--- config.mk ---
export PLATFORM = sky130hd
export DESIGN_NAME = usb_multi_ep_protocol_ctrl
export DESIGN_NICKNAME = d
export VERILOG_FILES = /design/src/rtl/usb_multi_ep_protocol_ctrl.sv
export SDC_FILE = /design/constraint.sdc
export NUM_CORES = 1
export LEC_CHECK = 0
export ABC_CLOCK_PERIOD_IN_PS = 2000
export CORE_ASPECT_RATIO = 1.25
export CORE_MARGIN = 3
export CORE_UTILIZATION = 40
export CTS_CLUSTER_DIAMETER = 80
export DETAILED_ROUTE_END_ITERATION = 10
export DONT_BUFFER_PORTS = 1
export PLACE_DENSITY = 0.6
export SYNTH_ARGS = -nofsm -noshare
export SYNTH_HDL_FRONTEND = slang
export SYNTH_SLANG_ARGS = --single-unit
--- constraint.sdc ---
create_clock -name clk -period 2 [get_ports clk]
set_input_delay 0.3 -clock clk [delete_from_list [all_inputs] [get_ports clk]]
set_output_delay 0.3 -clock clk [all_outputs]
set_load 0.05 [all_outputs]
--- src/rtl/usb_multi_ep_protocol_ctrl.sv ---
// Bulk IN/OUT protocol controller for NUM_EP endpoints sharing one data buffer.
// Define PC_DATA_TOGGLE_EN to add per-endpoint DATA0/DATA1 tracking and duplicate OUT detection.

`ifdef PC_DATA_TOGGLE_EN
module usb_ep_toggle (
    input  logic clk,
    input  logic rst,
    input  logic clr,
    input  logic flip,
    output logic q
);
    // A clear beats a flip landing on the same cycle.
    always_ff @(posedge clk or posedge rst) begin
        if (rst)       q <= 1'b0;
        else if (clr)  q <= 1'b0;
        else if (flip) q <= ~q;
    end
endmodule
`endif

module usb_multi_ep_protocol_ctrl #(
    parameter int NUM_EP  = 4,
    parameter int MAX_PKT = 64,
    parameter int OCC_W   = 7,
    parameter int TIMEOUT = 32,
    parameter int EP_W    = (NUM_EP > 1) ? $clog2(NUM_EP) : 1
) (
    input  logic              clk,
    input  logic              rst,
    input  logic [2:0]        rx_packet,
    input  logic [EP_W-1:0]   rx_endp,
    input  logic              rx_data1,
    input  logic [OCC_W-1:0]  buffer_occupancy,
    input  logic [OCC_W-1:0]  tx_packet_data_size,
    input  logic              buffer_reserved,
`ifdef PC_DATA_TOGGLE_EN
    input  logic [NUM_EP-1:0] toggle_clr,
`endif
    output logic [1:0]        tx_packet,
    output logic              tx_data1,
    output logic              tx_transfer_active,
    output logic              tx_error,
    output logic              rx_transfer_active,
    output logic              rx_data_ready,
    output logic              rx_error,
    output logic              d_mode,
    output logic              clear,
    output logic [EP_W-1:0]   active_ep
);
    typedef enum logic [3:0] {
        S_IDLE, S_RESERVED, S_IN_WAIT, S_IN_MODE, S_IN_NAK,
        S_OUT_MODE, S_OUT_ERR, S_OUT_ACK, S_OUT_NAK
    } state_t;

    localparam logic [2:0] RX_IN    = 3'd1;
    localparam logic [2:0] RX_OUT   = 3'd2;
    localparam logic [2:0] RX_ACK   = 3'd3;
    localparam logic [2:0] RX_ERROR = 3'd4;
    localparam logic [2:0] RX_DONE  = 3'd5;

    localparam logic [1:0] TX_IDLE = 2'd0;
    localparam logic [1:0] TX_DATA = 2'd1;
    localparam logic [1:0] TX_NAK  = 2'd2;
    localparam logic [1:0] TX_ACK  = 2'd3;

    localparam int               CNT_W    = $clog2(TIMEOUT);
    localparam logic [CNT_W-1:0] CNT_LAST = CNT_W'(TIMEOUT - 1);
    localparam logic [CNT_W-1:0] CNT_SAT  = '1;
    localparam logic [OCC_W-1:0] OCC_MAX  = OCC_W'(MAX_PKT);

    state_t           state_q, state_d;
    logic [EP_W-1:0]  ep_d;
    logic [CNT_W-1:0] cnt_q, cnt_d;
    logic             tmo_q, tmo_d;
    logic             dup;
    logic             ep_ok, in_tok, out_tok, is_ack, is_err, is_done, oversize;

    // Tokens addressed to a nonexistent endpoint are dropped entirely.
    assign ep_ok    = ({1'b0, rx_endp} < (EP_W+1)'(NUM_EP));
    assign in_tok   = (rx_packet == RX_IN)  && ep_ok;
    assign out_tok  = (rx_packet == RX_OUT) && ep_ok;
    assign is_ack   = (rx_packet == RX_ACK);
    assign is_err   = (rx_packet == RX_ERROR);
    assign is_done  = (rx_packet == RX_DONE);
    assign oversize = (buffer_occupancy > OCC_MAX);

    always_ff @(posedge clk or posedge rst) begin
        if (rst) begin
            state_q   <= S_IDLE;
            active_ep <= '0;
            cnt_q     <= '0;
            tmo_q     <= 1'b0;
        end else begin
            state_q   <= state_d;
            active_ep <= ep_d;
            cnt_q     <= cnt_d;
            tmo_q     <= tmo_d;
        end
    end

    always_comb begin
        state_d = state_q;
        ep_d    = active_ep;
        cnt_d   = '0;
        tmo_d   = 1'b0;
        case (state_q)
            S_IDLE: begin
                if (in_tok)
                    state_d = S_IN_NAK;
                else if (buffer_reserved)
                    state_d = S_RESERVED;
                else if (out_tok) begin
                    if (buffer_occupancy != '0)
                        state_d = S_OUT_NAK;
                    else begin
                        state_d = S_OUT_MODE;
                        ep_d    = rx_endp;
                    end
                end
            end
            S_RESERVED: begin
                if (in_tok)
                    state_d = S_IN_NAK;
                else if ((buffer_occupancy == tx_packet_data_size) && (tx_packet_data_size != '0))
                    state_d = S_IN_WAIT;
                else if (!buffer_reserved)
                    state_d = S_IDLE;
            end
            S_IN_WAIT: begin
                if (in_tok) begin
                    state_d = S_IN_MODE;
                    ep_d    = rx_endp;
                end else if (out_tok)
                    state_d = S_OUT_NAK;
            end
            S_IN_MODE: begin
                // ACK is checked first so a last-cycle ACK still completes the transfer.
                if (is_ack)
                    state_d = S_IDLE;
                else if (cnt_q == CNT_LAST) begin
                    state_d = S_IN_WAIT;
                    tmo_d   = 1'b1;
                end else
                    cnt_d = (cnt_q == CNT_SAT) ? cnt_q : cnt_q + 1'b1;
            end
            S_OUT_MODE: begin
                if (is_err || oversize)
                    state_d = S_OUT_ERR;
                else if (is_done)
                    state_d = S_OUT_ACK;
            end
            default: state_d = S_IDLE;
        endcase
    end

`ifdef PC_DATA_TOGGLE_EN
    localparam int EP_N = 1 << EP_W;

    logic [EP_N-1:0] toggle_q;
    logic            dup_q, dup_d, flip_ev;

    assign dup_d   = (rx_data1 != toggle_q[active_ep]);
    assign flip_ev = ((state_q == S_IN_MODE) && is_ack) ||
                     ((state_q == S_OUT_MODE) && (state_d == S_OUT_ACK) && !dup_d);

    for (genvar i = 0; i < EP_N; i++) begin : g_tog
        if (i < NUM_EP) begin : g_cell
            usb_ep_toggle u_tog (
                .clk  (clk),
                .rst  (rst),
                .clr  (toggle_clr[i]),
                .flip (flip_ev && (active_ep == EP_W'(i))),
                .q    (toggle_q[i])
            );
        end else begin : g_pad
            assign toggle_q[i] = 1'b0;
        end
    end

    // PID mismatch on DONE is captured so OUT_ACK can re-ACK without delivering data.
    always_ff @(posedge clk or posedge rst) begin
        if (rst)                      dup_q <= 1'b0;
        else if (state_d == S_OUT_ACK) dup_q <= dup_d;
    end

    assign dup      = dup_q;
    assign tx_data1 = toggle_q[active_ep];
`else
    logic unused_rx_data1;
    assign unused_rx_data1 = rx_data1;
    assign dup      = 1'b0;
    assign tx_data1 = 1'b0;
`endif

    always_comb begin
        tx_packet          = TX_IDLE;
        tx_transfer_active = 1'b0;
        tx_error           = tmo_q;
        rx_transfer_active = 1'b0;
        rx_data_ready      = 1'b0;
        rx_error           = 1'b0;
        d_mode             = 1'b0;
        clear              = 1'b0;
        case (state_q)
            S_IN_MODE: begin
                tx_packet          = TX_DATA;
                tx_transfer_active = 1'b1;
            end
            S_IN_NAK: begin
                tx_packet = TX_NAK;
                tx_error  = 1'b1;
            end
            S_OUT_MODE: begin
                d_mode             = 1'b1;
                rx_transfer_active = 1'b1;
            end
            S_OUT_ERR: begin
                clear    = 1'b1;
                rx_error = 1'b1;
                d_mode   = 1'b1;
            end
            S_OUT_ACK: begin
                tx_packet     = TX_ACK;
                rx_data_ready = ~dup;
                clear         = dup;
            end
            S_OUT_NAK: begin
                tx_packet = TX_NAK;
                rx_error  = 1'b1;
            end
            default: ;
        endcase
    end
endmodule

Word-level counts from Yosys, hierarchy flattened
Index checks and enable logic that the tools add are counted.

word-level totals
  word-level logic and storage cells = 76
  bits of input ports = 23
  bits in registers = 12
  output and inout port bits = 12

cells by class
  magnitude comparators = 1
  mux-type cells = 34
  add/subtract/negate cells = 1
  reduce and logical (&&, ||, !) cells = 11
  equality and inequality tests = 25

operators with widths
  cell                                                              count
  4-bit 2-to-1 mux                                                  13
  4-bit case mux with 5 select lines                                1
  4-bit by 3-bit == test with 1-bit output (second input constant)  4
  5-bit 2-to-1 mux                                                  3
  7-bit nonzero test                                                2
  1-bit 2-to-1 mux                                                  10
  2-bit 2-to-1 mux                                                  5
  2-bit inequality test (second input constant)                     5
  3-bit inequality test (second input constant)                     3
  4-bit by 2-bit == test with 1-bit output (second input constant)  2
  4-bit inequality test (second input constant)                     2
  7-bit == test                                                     1
  7-bit greater-than comparator (second input constant)             1
  3-bit by 2-bit == test with 1-bit output (second input constant)  2
  3-bit == test (second input constant)                             2
  2-bit case mux with 3 select lines                                1
  6-bit AND reduction                                               1
  2-bit OR reduction                                                3
  5-bit by 1-bit adder with 5-bit output (second input constant)    1
  5-bit == test (second input constant)                             1
  5-bit AND reduction                                               1
  4-bit by 1-bit == test with 1-bit output (second input constant)  1
  4-bit == test (second input constant)                             1
  4-bit zero test                                                   1
  other kinds (5)                                                   5

Depth between registers and ports, before layout
Gate-level depths: netlist of run 1.

  depth in word-level cells = 6
  depth in mapped cells = 9
  depth with buffers taken out = 9

Worst setup path before layout of run 1
No wires, ideal clock.

  kind = register to register
  from = register state_q[3]
  to = register state_q[3]
  data arrival time = 2.327 ns
  cell stages (with the launch flop) = 8
  library setup time = 0.121 ns
  path buffers = 1
  period minus slack after synthesis = 2.448 ns
  path slack = -0.448 ns
  required time = 1.879 ns
  path through = dfrtp_1 > buf_2 > nor4bb_2 > nand2_1 > mux2i_1 > o31a_1 > nor3_4 > and4bb_1

on the way
  word-level cells in the longest chain between the ends = 3
  elaborated cells between the ends (all ways) = 12
  classes of those cells = 9 x eq/ne; 1 x mux; 2 x reduce/logical

ends and longest elaborated chain
  element                                                                                 line  source
  from (decl)                                                                             71    state_t state_q, state_d;
  from (signal assigned)                                                                  94    state_q <= state_d;
  4-bit by 1-bit == test with 1-bit output (tied with other cells)                        106   case (state_q)
  4-bit inequality test (no source line) / 3-bit inequality test (equally long branches)  --
  5-bit AND reduction (no source line)                                                    --

Parallel ways exist; a longest one is shown, timed or not.
A chain may end at the register's enable or synchronous reset.

Worst setup path after layout of run 1
  from = register state_q[1]
  to = output port d_mode

on the way
  word-level cells in the longest chain between the ends = 3
  elaborated cells between the ends (all ways) = 4
  classes of those cells = 2 x eq/ne; 1 x mux; 1 x reduce/logical

ends and longest elaborated chain
  element                                   line  source
  4-bit by 3-bit == test with 1-bit output  204   case (state_q)
  2-bit OR reduction (no source line) (*)   --
  1-bit 2-to-1 mux (*)                      204
  to (decl)                                 46    output logic d_mode,

Every way passes the cells marked *; elsewhere a longest branch is shown, timed or not.

==> results of run 1 <==
[through the flow]
stage	total power (uW)	instance area, sq um	hold slack [ns]	util (%)
floorplan	849	978	0.165	-
global placement	980	1090	0.211	48.7
detailed placement	985	1090	0.215	48.7
CTS	1180	1130	0.164	50.7
global route	1290	1190	0.153	53.2
finish	1220	1190	0.171	53.2
[cell usage after synthesis]
cell type,n
sky130_fd_sc_hd__a2111oi_4,1
sky130_fd_sc_hd__a211o_1,1
sky130_fd_sc_hd__a21o_1,2
sky130_fd_sc_hd__a21oi_1,5
sky130_fd_sc_hd__a22oi_1,1
sky130_fd_sc_hd__a31o_1,1
sky130_fd_sc_hd__a31oi_1,1
sky130_fd_sc_hd__and2_1,1
sky130_fd_sc_hd__and3_1,4
sky130_fd_sc_hd__and4bb_1,1
sky130_fd_sc_hd__buf_2,3
sky130_fd_sc_hd__buf_4,1
sky130_fd_sc_hd__clkbuf_1,1
sky130_fd_sc_hd__conb_1,1
sky130_fd_sc_hd__dfrtp_1,12
sky130_fd_sc_hd__ha_1,2
sky130_fd_sc_hd__inv_1,8
sky130_fd_sc_hd__inv_2,1
sky130_fd_sc_hd__mux2_4,2
sky130_fd_sc_hd__mux2i_1,2
sky130_fd_sc_hd__nand2_1,8
sky130_fd_sc_hd__nand3_1,1
sky130_fd_sc_hd__nand4_1,1
sky130_fd_sc_hd__nor2_1,10
sky130_fd_sc_hd__nor2_2,2
sky130_fd_sc_hd__nor2b_1,3
sky130_fd_sc_hd__nor3_1,6
sky130_fd_sc_hd__nor3_4,1
sky130_fd_sc_hd__nor3b_1,1
sky130_fd_sc_hd__nor3b_2,1
sky130_fd_sc_hd__nor4_1,3
sky130_fd_sc_hd__nor4b_1,1
sky130_fd_sc_hd__nor4bb_2,1
sky130_fd_sc_hd__o21ai_0,4
sky130_fd_sc_hd__o21ai_1,1
sky130_fd_sc_hd__o221ai_1,1
sky130_fd_sc_hd__o311ai_0,1
sky130_fd_sc_hd__o31a_1,1
sky130_fd_sc_hd__or2_2,1
sky130_fd_sc_hd__or3b_4,1
sky130_fd_sc_hd__xnor2_1,6
sky130_fd_sc_hd__xor2_1,4
[registers in the layout, indices dropped and copies added (netlist names)]
signal / cells
active_ep: 2
cnt_q: 5
state_q: 4
tmo_q: 1
[logic make-up after synthesis]
group	synth area share, %
and+or+nand+nor	29.4
other	0.391
adders and majority gates	2.61
muxes	5.22
xor gates and xnor gates	9.14
AOI/OAI and AO/OA	15.7
DFF	31.3
buffers and inverters	6.27
[worst reg2reg max path, cell delays in order (launching register included)]
cell	delay (ns)
sky130_fd_sc_hd__dfrtp_1	0.38
sky130_fd_sc_hd__ha_2	0.19
sky130_fd_sc_hd__and3_4	0.19
sky130_fd_sc_hd__ha_4	0.13
sky130_fd_sc_hd__inv_2	0.04
sky130_fd_sc_hd__nand2_2	0.06
sky130_fd_sc_hd__mux2i_1	0.06
sky130_fd_sc_hd__o31a_1	0.30
sky130_fd_sc_hd__nor3_4	0.28
sky130_fd_sc_hd__mux2i_1	0.22
[final cells by class]
class | count | area [sq um]
sequential | 12 | 300
tap | 31 | 38.8
timing repair buffer | 16 | 135
multi-input combinational | 84 | 646
fill | 224 | 1040
clock buffer | 4 | 36.3
inverter | 9 | 33.8
[power by group]
part / internal [uW] / switching (uW) / leakage, uW
registers: 285 / 142 / 0.000165
logic: 273 / 328 / 0.000352
clock network: 111 / 81.5 / 0.0000210
[repair_timing]
item	in CTS	in global routing
hold endpoints to repair	12	0
endpoints found under the setup margin	0	5
resized for setup	0	8
buffers inserted	0	3
hold buffers	1	0
[worst min-delay path by stage]
stage	startpoint	endpoint	slack, ns	cells past startpoint
finish	rx_endp[0]	active_ep[0]$_DFFE_PP0P_	0.17	1
global placement	rst	active_ep[0]$_DFFE_PP0P_	0.21	1
detailed placement	rst	active_ep[0]$_DFFE_PP0P_	0.21	1
CTS	rx_endp[0]	active_ep[0]$_DFFE_PP0P_	0.16	1
floorplan	rst	active_ep[0]$_DFFE_PP0P_	0.16	1
global route	rx_endp[0]	active_ep[0]$_DFFE_PP0P_	0.15	1
[per-layer routing]
metal / up-vias / track usage [%] / part of all wire (%) / wire length [microns]
met2: 25 / 28.2 / 55 / 1210
met1: 413 / 16.4 / 40 / 878
met4: 0 / 5.93 / 0.81 / 18
li1: 417 / - / - / -
met5: - / 0 / 0 / 0
met3: 2 / 3.19 / 5.1 / 114
==> out/summary.md, run 1 <==
The flow ran to the end, and the final reports show no timing, DRC or antenna violations. Along the worst path, the maximum fanout reaches 9. The tools report the via total after detailed routing as 857. Chip height: 60.7 microns. In this run the worst setup path terminates at d_mode. Yosys attributes the largest share of cell area to sky130_fd_sc_hd__dfrtp_1 (31%), sky130_fd_sc_hd__xnor2_1 (5.5%), sky130_fd_sc_hd__nor2_1 (3.9%). The number of clock buffers added by TritonCTS is 3. From synthesis to final layout, the design area changed by 24.2%. The run gives 861 as the via count of the first global-routing pass. Of the post-synthesis cell area, the dominant cell type holds 31.3%. The setup clock skew after layout was 0.00206 ns. The run gives 0 as the number of setup violations in the final report. The cell type contributing the most total cell area after synthesis was sky130_fd_sc_hd__dfrtp_1. The global-route congestion overflow total was 0.

Latest clock arrival within the worst-skew pair: 0.27 ns. In this run the horizontal extent of the chip is 49.8 microns. The logs give 3480 microns for the wire length of the first global-routing pass and 0 for the number of pins exceeding their max-slew limit in the final report.

The number of different library cells used by synthesis comes to 42. The category of cells accounting for the largest share of critical-path delay was simple AND/OR/NAND/NOR gates. The master of the slowest instance on the critical path is sky130_fd_sc_hd__dfrtp_1. For this design the ratio of total power to cell area is 1020 nW/um^2.

Setup repair after global routing could not meet its margin everywhere. The cell count after synthesis came out at 110. The tools report the cell chosen for the clock root as sky130_fd_sc_hd__clkbuf_4.

Tracing the worst setup path back leads to its startpoint at state_q[1]$_DFFE_PP0P_. For the final count of hold timing violations, the log shows 0. The die covers 3020 sq um.

Port buffering added 0 buffers. STA classifies the critical path startpoint as a register. The startpoint identified for the worst register-to-register timing path is cnt_q[0]$_DFF_PP0_.

In the routed design, unresolved DRC markers number 0. The maximum root-to-sink buffer count was 2; the first-iteration detailed-routing DRC count was 15. For the maximum VDD drop, the log shows 0.446 mV. Traced cell by cell, the critical path runs through buf_4, nor2b_1, nand2_1, inv_1, or2_2.

The tools report the number of antenna violations at the first check in global routing as 0. For this run, the number of Yosys warnings is 0. The standard cell core area came out at 2230 sq um. The worst path required time is 1.70 ns. At the pin with the least slew margin, the transition time is 0.530 ns. Number of storage elements in the synthesis netlist: 12. The most common cell after layout, fill and taps aside was sky130_fd_sc_hd__buf_4. The total detailed-routing wirelength is 2220 microns. For this run, the top clock speed supported by timing is 514 MHz. The floorplan has 19 rows. For this design, the sink count on the clock tree is 12. The number of H-tree levels came out at 1. The worst pin sits at a relative slew slack of 64.4%.

OpenSTA, run right after detailed placement, puts the worst setup slack at 0.0944 ns. The starting density of the core is 42.9%, and the largest net degree at the start of global routing is 13. The detail route stage leaves a number of antenna-violating nets equal to 0.

The min-delay analysis places its worst path in the category in -> reg. The endpoint identified for the worst register-to-register timing path is state_q[1]$_DFFE_PP0P_. At the worst endpoint, the arrival time is 1.65 ns. The top cell types in the final layout, fill and taps aside, are sky130_fd_sc_hd__buf_4 (14), sky130_fd_sc_hd__dfrtp_1 (12), sky130_fd_sc_hd__nor2_1 (10).

The flop-to-flop setup slack was 0.09 ns. The logs give 0.000538 uW for the static power due to leakage and 135 for the net count after synthesis. Adding up every negative setup slack in the final design gives 0 ns. After detailed routing, the average wire length per cell comes to 14.2 microns.

The post-layout instance count excluding filler cells is 156, and the HPWL after detailed placement is 1700 microns. 35 I/O pins were placed. The total stage count of the critical path was 5; the final critical-path setup slack was 0.0530 ns.

The smallest clock period supported by the final layout is computed as 1.95 ns. After clock tree synthesis, the clock-pin slew on the worst setup and hold paths is 0.08 ns. The placed cell count is 148, and the buffering stage count on the worst path with inverters included is 2.

TritonCTS built the clock tree. The sequential cell area fraction in the yosys report came out at 31.3%. The post-route netlist has 30.4% of its cells at a drive strength greater than 1. The worst setup path is captured at a primary output. The critical path is of the reg -> out type. For this run, the post-layout net count is 151. In this design, the stage delay of the slowest critical-path cell is 0.51 ns.

0 antenna diodes ended up in the layout. The cell area that synthesis handed to floorplanning was 958 sq um. Post-route fraction of the period consumed by the critical path: 97.3%. Global routing used 14.9% of the available tracks.

At the end of routability-driven placement, the weighted congestion stood at 0.827. The number of cells on the worst reg-to-reg path came out at 9. The pre-antenna-repair detailed-routing pass consisted of 4 iterations.

In the routed layout, each cell is associated on average with a via count of 5.49. The average instance area after synthesis was 8.71 sq um; the count of maximum capacitance violations was 0.
No activity file was read; power rests on OpenSTA's default activity.
==> run 2, diff against run 1 <==
ABC_AREA = 1   (was unset)
==> run 2 against run 1 <==
Sequential share of layout area is 0.16 points higher. Final cell count is 29% higher. Worst setup slack better by 0.20 ns. Total power is 3.7% lower. Hold slack worse by 0.019 ns. Via count is 12% higher. Synthesized cell count is 45% higher. Flip-flop and latch count stayed put. Register-to-register slack better by 0.31 ns.
==> out/summary.md, run 2 <==
The logs give 21 (+6) for the first-iteration detailed-routing DRC count and 19 (unchanged) for the row count. Power spent charging and discharging nets: 570 uW (+3.4%). The tools report the latest clock arrival within the worst-skew pair as 0.27 ns (about the same). The number of antenna violations at the first check in global routing is 0 (unchanged). The logs give 159 (+45%) for the number of instances in the synthesized netlist and 1.44 ns (-0.21 ns) for the data arrival time of the worst path.

The area of the mapped netlist was 1010 sq um (+5.1%); the area used by sequential logic in the layout was 300 sq um (unchanged). The number of diodes added for antenna fixing is 0 (unchanged). Yosys attributes the largest share of cell area to sky130_fd_sc_hd__dfrtp_1 (30%), sky130_fd_sc_hd__nand2_1 (18%), sky130_fd_sc_hd__inv_1 (9.7%). The total negative slack for setup checks was 0 ns (unchanged); the count of buffers inserted at the top-level ports was 0 (unchanged).

The tools report the starting density of the core as 43.7% (+0.79 points). The ratio of cells with drive above 1 in the final layout came out at 18.8% (-12 points). The run finished with clean final reports. Setup repair after global routing left no endpoint under its margin. The run gives 2 (unchanged) as the maximum root-to-sink buffer count.

The tools report the static power due to leakage as 0.000648 uW (+20%). The maximum net fanout on the critical path was 5 (-4). The maximum VDD drop was 0.543 mV (+22%). CTS placed an instance of sky130_fd_sc_hd__clkbuf_4 at the clock tree root. The run gives 25 (-40%) as the distinct cell type count of the synthesized netlist. Counting instances in the post-synthesis netlist gives the leading cell types as sky130_fd_sc_hd__nand2_1 (47), sky130_fd_sc_hd__inv_1 (26), sky130_fd_sc_hd__nor2_1 (22). cnt_q holds more flip-flops than any other register. In this run the worst hold path is classified as in -> reg. The dominant cell by count in the synthesized netlist is sky130_fd_sc_hd__nand2_1. The final critical-path setup slack was 0.257 ns (+0.204 ns).

The overall die width is 50.9 microns (+2.2%), and the average instance area after synthesis is 6.33 sq um (-27%). Switching share of power: 48.5% (+3.3 points). The sort of element at the end of the critical path is a primary output. The via density per instance works out to 4.79 (-13%). The average wire length per cell after detail routing was 10.4 microns (-27%).

The run gives 574 MHz (+12%) as the fmax. The total detailed-routing wirelength was 2100 microns (-5.6%); the sequential share of power was 35.0% (about the same). The library cells used most frequently in the layout, excluding fill and tap cells, are sky130_fd_sc_hd__nand2_1 (47), sky130_fd_sc_hd__inv_1 (26), sky130_fd_sc_hd__nor2_1 (21). For the post-route DRC violation count, the log shows 0 (unchanged).

The library cell used most frequently in the layout, excluding fill and tap cells, is sky130_fd_sc_hd__nand2_1. The run gives 1 (unchanged) as the count of hold-fix buffers inserted at cts. The net count after synthesis is 184 (+36%).

The logs give 0 (unchanged) for the number of buffers added for setup after CTS and 254 (+13%) for the filler cell count. The cell-internal power was 605 uW (-9.5%). The run gives 0 (unchanged) as the count of maximum capacitance violations.

The global-route congestion overflow total is 0 (unchanged), and the area share of the largest cell type after synthesis is 29.8% (-1.5 points). The run gives 13 (unchanged) as the largest net degree at the start of global routing. The largest registers in the layout are cnt_q x5, state_q x4, active_ep x2.

The tools report the final count of hold timing violations as 0 (unchanged). Via total after detailed routing: 963 (+12%). Chip height: 62.1 microns (+2.3%). The tools report the kind of launch point of the worst setup path as a register.

The number of setup violations in the final report came out at 0 (unchanged). The number of H-tree levels is 1 (unchanged), and the post-layout instance count excluding filler cells is 201 (+29%). Layout overhead on the synthesized area: 17.4%. The number of cells on the worst reg-to-reg path is 8 (-1), and the share of the core filled with cells in the final layout is 51.3% (-2.0 points). CTS buffer count: 3 (unchanged). The critical path is of the reg -> out type. The logs give 4 (unchanged) for the detailed-router iteration count before antenna repair and 196 (+32%) for the placed cell count. The number of enable-type register cells in the synthesized netlist came out at 0 (unchanged). TritonCTS built the clock tree. The total global routing track utilization is 14.8% (-0.078 points), and the clock transition time at the flip-flop clock pins of the worst setup and hold paths is 0.08 ns (about the same). For the sequential cell area fraction in the yosys report, the log shows 29.8% (-1.5 points).

The power density normalized to cell area came out at 993 nW/um^2 (-3.1%). The flip-flop count of the largest register, all copies and words added works out to 5 (unchanged). Number of pins exceeding their max-slew limit in the final report: 0 (unchanged). The count of nets left with antenna violations after detail routing came out at 0 (unchanged).

For the die area, the log shows 3160 sq um (+4.5%). The worst hold path cell count was 2 (+1); the share of async-settable or async-resettable flops after synthesis was 100% (unchanged). The count of boundary I/O pins was 35 (unchanged); the pre-CTS worst setup slack was 0.402 ns (+0.307 ns). The worst path required time was 1.70 ns (about the same); the multi-input combinational cell area was 591 sq um (-8.5%). The wire length of the first global-routing pass is 3720 microns (+7.0%). The number of storage elements in the synthesis netlist works out to 12 (unchanged). The part of the power in combinational logic came out at 49.1% (about the same). The count of clock tree sinks came out at 12 (unchanged). For the setup clock skew after layout, the log shows 0.00863 ns (+0.00657 ns).

Of all cell types, the one taking the most synthesized area is sky130_fd_sc_hd__dfrtp_1. The post-route fraction of the period consumed by the critical path was 87.1% (-10 points); the part of the total power dissipated in the clock network was 15.9% (about the same). The via count of the first global-routing pass is 934 (+8.5%). The count of cells resized by post-cts repair is 0 (unchanged). The tools report the standard cell core area as 2310 sq um (+3.2%). The final net count was 196 (+30%); the overall power was 1170 uW (-3.7%). The final RePlAce weighted congestion came out at 0.819 (-0.94%).

The post-layout minimum cycle time is 1.74 ns (-0.204 ns), and the number of warnings printed during yosys synthesis is 0 (unchanged). The tools report the HPWL after detailed placement as 1840 microns (+8.2%). For this run, the leading register cell type out of synthesis is sky130_fd_sc_hd__dfrtp_1.
run 2: final timing paths:
check	startpoint	end	slack [ns]
hold / removal	rx_endp[1]	active_ep[1]$_DFFE_PP0P_	0.15
setup / recovery	state_q[1]$_DFFE_PP0P_	tx_error	0.26
min in group asynchronous	rst	cnt_q[1]$_DFF_PP0_	0.47
hold reg to reg	cnt_q[0]$_DFF_PP0_	cnt_q[0]$_DFF_PP0_	0.47
setup reg to reg	state_q[0]$_DFFE_PP0P_	state_q[0]$_DFFE_PP0P_	0.40
max in group asynchronous	rst	cnt_q[4]$_DFF_PP0_	1.23
run 2: critical path, cell delays in order, from the launching register on:
cell,delay (ns)
sky130_fd_sc_hd__dfrtp_1,0.45
sky130_fd_sc_hd__nor2_1,0.23
sky130_fd_sc_hd__nand2_1,0.12
sky130_fd_sc_hd__nand2_1,0.37
run 2: area by class of cell:
type	instances	share of cell area, %
Inverter	31	9.84
Multi-Input combinational cell	115	49.9
Clock buffer	4	3.07
Sequential cell	12	25.4
Timing Repair Buffer	8	8.47
Tap cell	31	3.28
run 2: per-layer routing:
| metal | GRT usage [%] | part of all wire [%] | wire length, microns |
|---|---|---|---|
| met2 | 25.5 | 52 | 1080 |
| met5 | 0 | 0 | 0 |
| met3 | 4.31 | 7.1 | 148 |
| met4 | 4.38 | 1.7 | 36 |
| met1 | 17.6 | 40 | 831 |
run 2: cells by family (layout without fill, tap and decap cells):
group,after synthesis,after routing,share of synthesized area [%]
AO/OA/AOI/OAI,8,8,4.10
XOR/XNOR,4,4,3.48
adder cells (fa/ha/maj),2,2,2.48
buffers and inverters,32,43,12.3
flip-flops,12,12,29.8
other,1,1,0.372
AND/OR/NAND/NOR,100,100,47.5
run 2: metrics by stage:
stage,area (sq um),hold WS [ns]
floorplan,1010,0.165
global placement,1140,0.208
detailed placement,1140,0.221
CTS,1180,0.147
global route,1180,0.137
finish,1180,0.152
run 2: power by group through the flow:
stage	clock network [uW]	logic, uW	registers [uW]
2_1_floorplan	0	416	404
3_3_place_gp	0	563	415
3_5_place_dp	0	576	417
4_1_cts	193	580	413
5_1_grt	210	635	419
6_report	187	576	412
==> run 3, diff against run 2 <==
CORE_UTILIZATION = 35   (was 40)
PLACE_DENSITY = 0.55   (was 0.6)
==> run 3 against run 2 <==
Design area increased by 0.32%. Largest cell class unchanged. Fmax increased by 1.4%. Non-clock buffer count unchanged. Critical path type unchanged. Hold slack improved by 0.0023 ns.
==> out/summary.md, run 3 (same netlist as run 2, synthesis figures left out) <==
The standard cell core area was 2710 sq um (+17%); the count of clock tree sinks was 12 (unchanged). The final net count is 196 (unchanged), and the maximum net fanout on the critical path is 5 (unchanged). The post-layout instance count excluding filler cells was 204 (+1.5%); the area used by sequential logic in the layout was 300 sq um (unchanged).

The logs give 2 (-2) for the detailed-router iteration count before antenna repair and 21 (+2) for the row count. The count of buffers inserted at the top-level ports is 0 (unchanged), and the worst stage delay on the critical path is 0.45 ns (about the same). The run gives 8 (-62%) as the first-iteration detailed-routing DRC count. The tools report the number of pins exceeding their max-slew limit in the final report as 0 (unchanged). The flip-flop count of the largest register, all copies and words added works out to 5 (unchanged). The via density per instance came out at 4.61 (-3.7%). The count of nets left with antenna violations after detail routing was 0 (unchanged). The share of the core filled with cells in the final layout was 43.8% (-7.4 points); the placed cell count was 199 (+1.5%).

The start-to-end type of the worst setup path was reg -> out. Walking the worst path, the cells encountered are nor2_1, nand2_1, nand2_1. The path class of the tightest hold or removal check is in -> reg. The worst path required time is 1.70 ns (about the same), and the overall die width is 54.0 microns (+6.1%). The run gives 0 (unchanged) as the global-route congestion overflow total. The final count of hold timing violations is 0 (unchanged). Filler cell count: 274 (+7.9%). The run gives 840 microns (+1.1%) as the wire length on met1. The post-layout minimum cycle time was 1.72 ns (-0.0242 ns). The total detailed-routing wirelength is 2110 microns (+0.43%), and the number of buffers added for setup after CTS is 0 (unchanged). The register with the most flip-flops in the final layout is cnt_q. The logs give 1.42 ns (-0.02 ns) for the data arrival time of the worst path and 1 (unchanged) for the number of H-tree levels. Leaving out fill and tap cells, the most frequent cells in the layout are sky130_fd_sc_hd__nand2_1 (47), sky130_fd_sc_hd__inv_1 (26), sky130_fd_sc_hd__nor2_1 (21). TritonCTS built the clock tree. The master of the slowest instance on the critical path is sky130_fd_sc_hd__dfrtp_1. The total global routing track utilization was 13.2% (-1.7 points).

Leaving out fill and tap cells, the most frequent cell in the layout is sky130_fd_sc_hd__nand2_1. The via total after detailed routing is 941 (-2.3%). For the setup clock skew after layout, the log shows 0.00488 ns (-0.00375 ns). The first element of the critical path was state_q[1]$_DFFE_PP0P_.

Reg-to-reg startpoint: state_q[0]$_DFFE_PP0P_. The number of diodes added for antenna fixing is 0 (unchanged). The fmax was 582 MHz (+1.4%).

The chip height is 66.0 microns (+6.2%), and the detailed route wirelength on metal2 is 1130 microns (+4.8%). Kind of launch point of the worst setup path: a register. The multi-input combinational cell area is 591 sq um (unchanged), and the latest clock arrival within the worst-skew pair is 0.27 ns (about the same).

The post-route fraction of the period consumed by the critical path is 85.9% (-1.2 points), and the starting density of the core is 37.2% (-6.5 points). The run finished with clean final reports. The maximum VDD drop is 0.552 mV (+1.6%). For the CTS buffer count, the log shows 3 (unchanged). The count of boundary I/O pins is 35 (unchanged), and the layout overhead on the synthesized area is 17.8%. The largest registers in the layout are cnt_q x5, state_q x4, active_ep x2. The clock transition time at the flip-flop clock pins of the worst setup and hold paths is 0.08 ns (about the same). Signal routing reaches up to met4. The power density normalized to cell area is 989 nW/um^2 (-0.50%), and the wire length on met3 is 117 microns (-21%). The number of cells on the worst reg-to-reg path came out at 8 (unchanged).

Average wire length per cell after detail routing: 10.3 microns (-1.0%). The logs give 2 (unchanged) for the maximum root-to-sink buffer count and 0.847 (+3.4%) for the final RePlAce weighted congestion. The logs give 0 (unchanged) for the count of cells resized by post-cts repair and 1850 microns (+0.37%) for the HPWL after detailed placement. The static power due to leakage is 0.000648 uW (unchanged). The wire length of the first global-routing pass came out at 3570 microns (-4.1%). Worst hold path cell count: 2 (unchanged). Setup repair after global routing left no endpoint under its margin. The ratio of cells with drive above 1 in the final layout is 18.8% (unchanged), and the via count of the first global-routing pass is 918 (-1.7%). The post-route DRC violation count came out at 0 (unchanged). The number of antenna violations at the first check in global routing is 0 (unchanged).

The logs give 3560 sq um (+13%) for the die area and 0 (unchanged) for the number of setup violations in the final report. The worst hold path begins at rx_endp[0]. The run gives 13 (unchanged) as the largest net degree at the start of global routing. The worst setup path is captured at a primary output. The tools report the count of maximum capacitance violations as 0 (unchanged).

Cell with the most instances on the worst path: sky130_fd_sc_hd__nand2_1. The cell chosen for the clock root was sky130_fd_sc_hd__clkbuf_4.
## run 3: path summary, 6_finish.rpt
kind | endpoint | slack [ns]
min | active_ep[0]$_DFFE_PP0P_ | 0.15
max in group asynchronous | cnt_q[3]$_DFF_PP0_ | 1.23
min reg2reg | cnt_q[0]$_DFF_PP0_ | 0.47
max reg2reg | state_q[0]$_DFFE_PP0P_ | 0.39
min in group asynchronous | cnt_q[4]$_DFF_PP0_ | 0.47
max | tx_error | 0.28
## run 3: cell type report
cell class | count | share of cell area (%)
timing repair buffer | 8 | 8.44
inverter | 31 | 9.81
sequential | 12 | 25.3
multi-input combinational | 115 | 49.8
clock buffer | 4 | 3.06
tap | 34 | 3.59
## run 3: layer usage
layer / vias up / GRT usage [%]
met1: 409 / 14.7
met4: 0 / 4.67
li1: 504 / -
met5: - / 0
met2: 26 / 24.2
met3: 2 / 2.03
## run 3: through the flow
step           cell area [sq um]  TNS [ns]  total power [uW]  hold slack, ns  setup WS, ns
2_1_floorplan               1010   -0.0155               819           0.165      -0.00774
3_3_place_gp                1140         0               980           0.211         0.414
3_5_place_dp                1140         0               994           0.217         0.400
4_1_cts                     1190         0              1180           0.151         0.267
5_1_grt                     1190         0              1260           0.151         0.161
6_report                    1190         0              1170           0.155         0.281
## run 3: worst max-delay path, delay by kind of cell (launching register included)
family,cells,cell delay [ns]
and+or+nand+nor,3,0.70
DFF,1,0.45
## run 3: repair_timing
action | 4_1_cts | 5_1_grt
endpoints found under the hold margin | 12 | 0
hold buffers | 1 | 0
endpoints found under the setup margin | 0 | 0
## run 3: where the power goes
| group | leakage [uW] | internal, uW | switching [uW] |
|---|---|---|---|
| Sequential | 0.000161 | 287 | 125 |
| Combinational | 0.000466 | 207 | 367 |
| Clock | 0.0000210 | 111 | 76.6 |
| Total | 0.000648 | 605 | 568 |
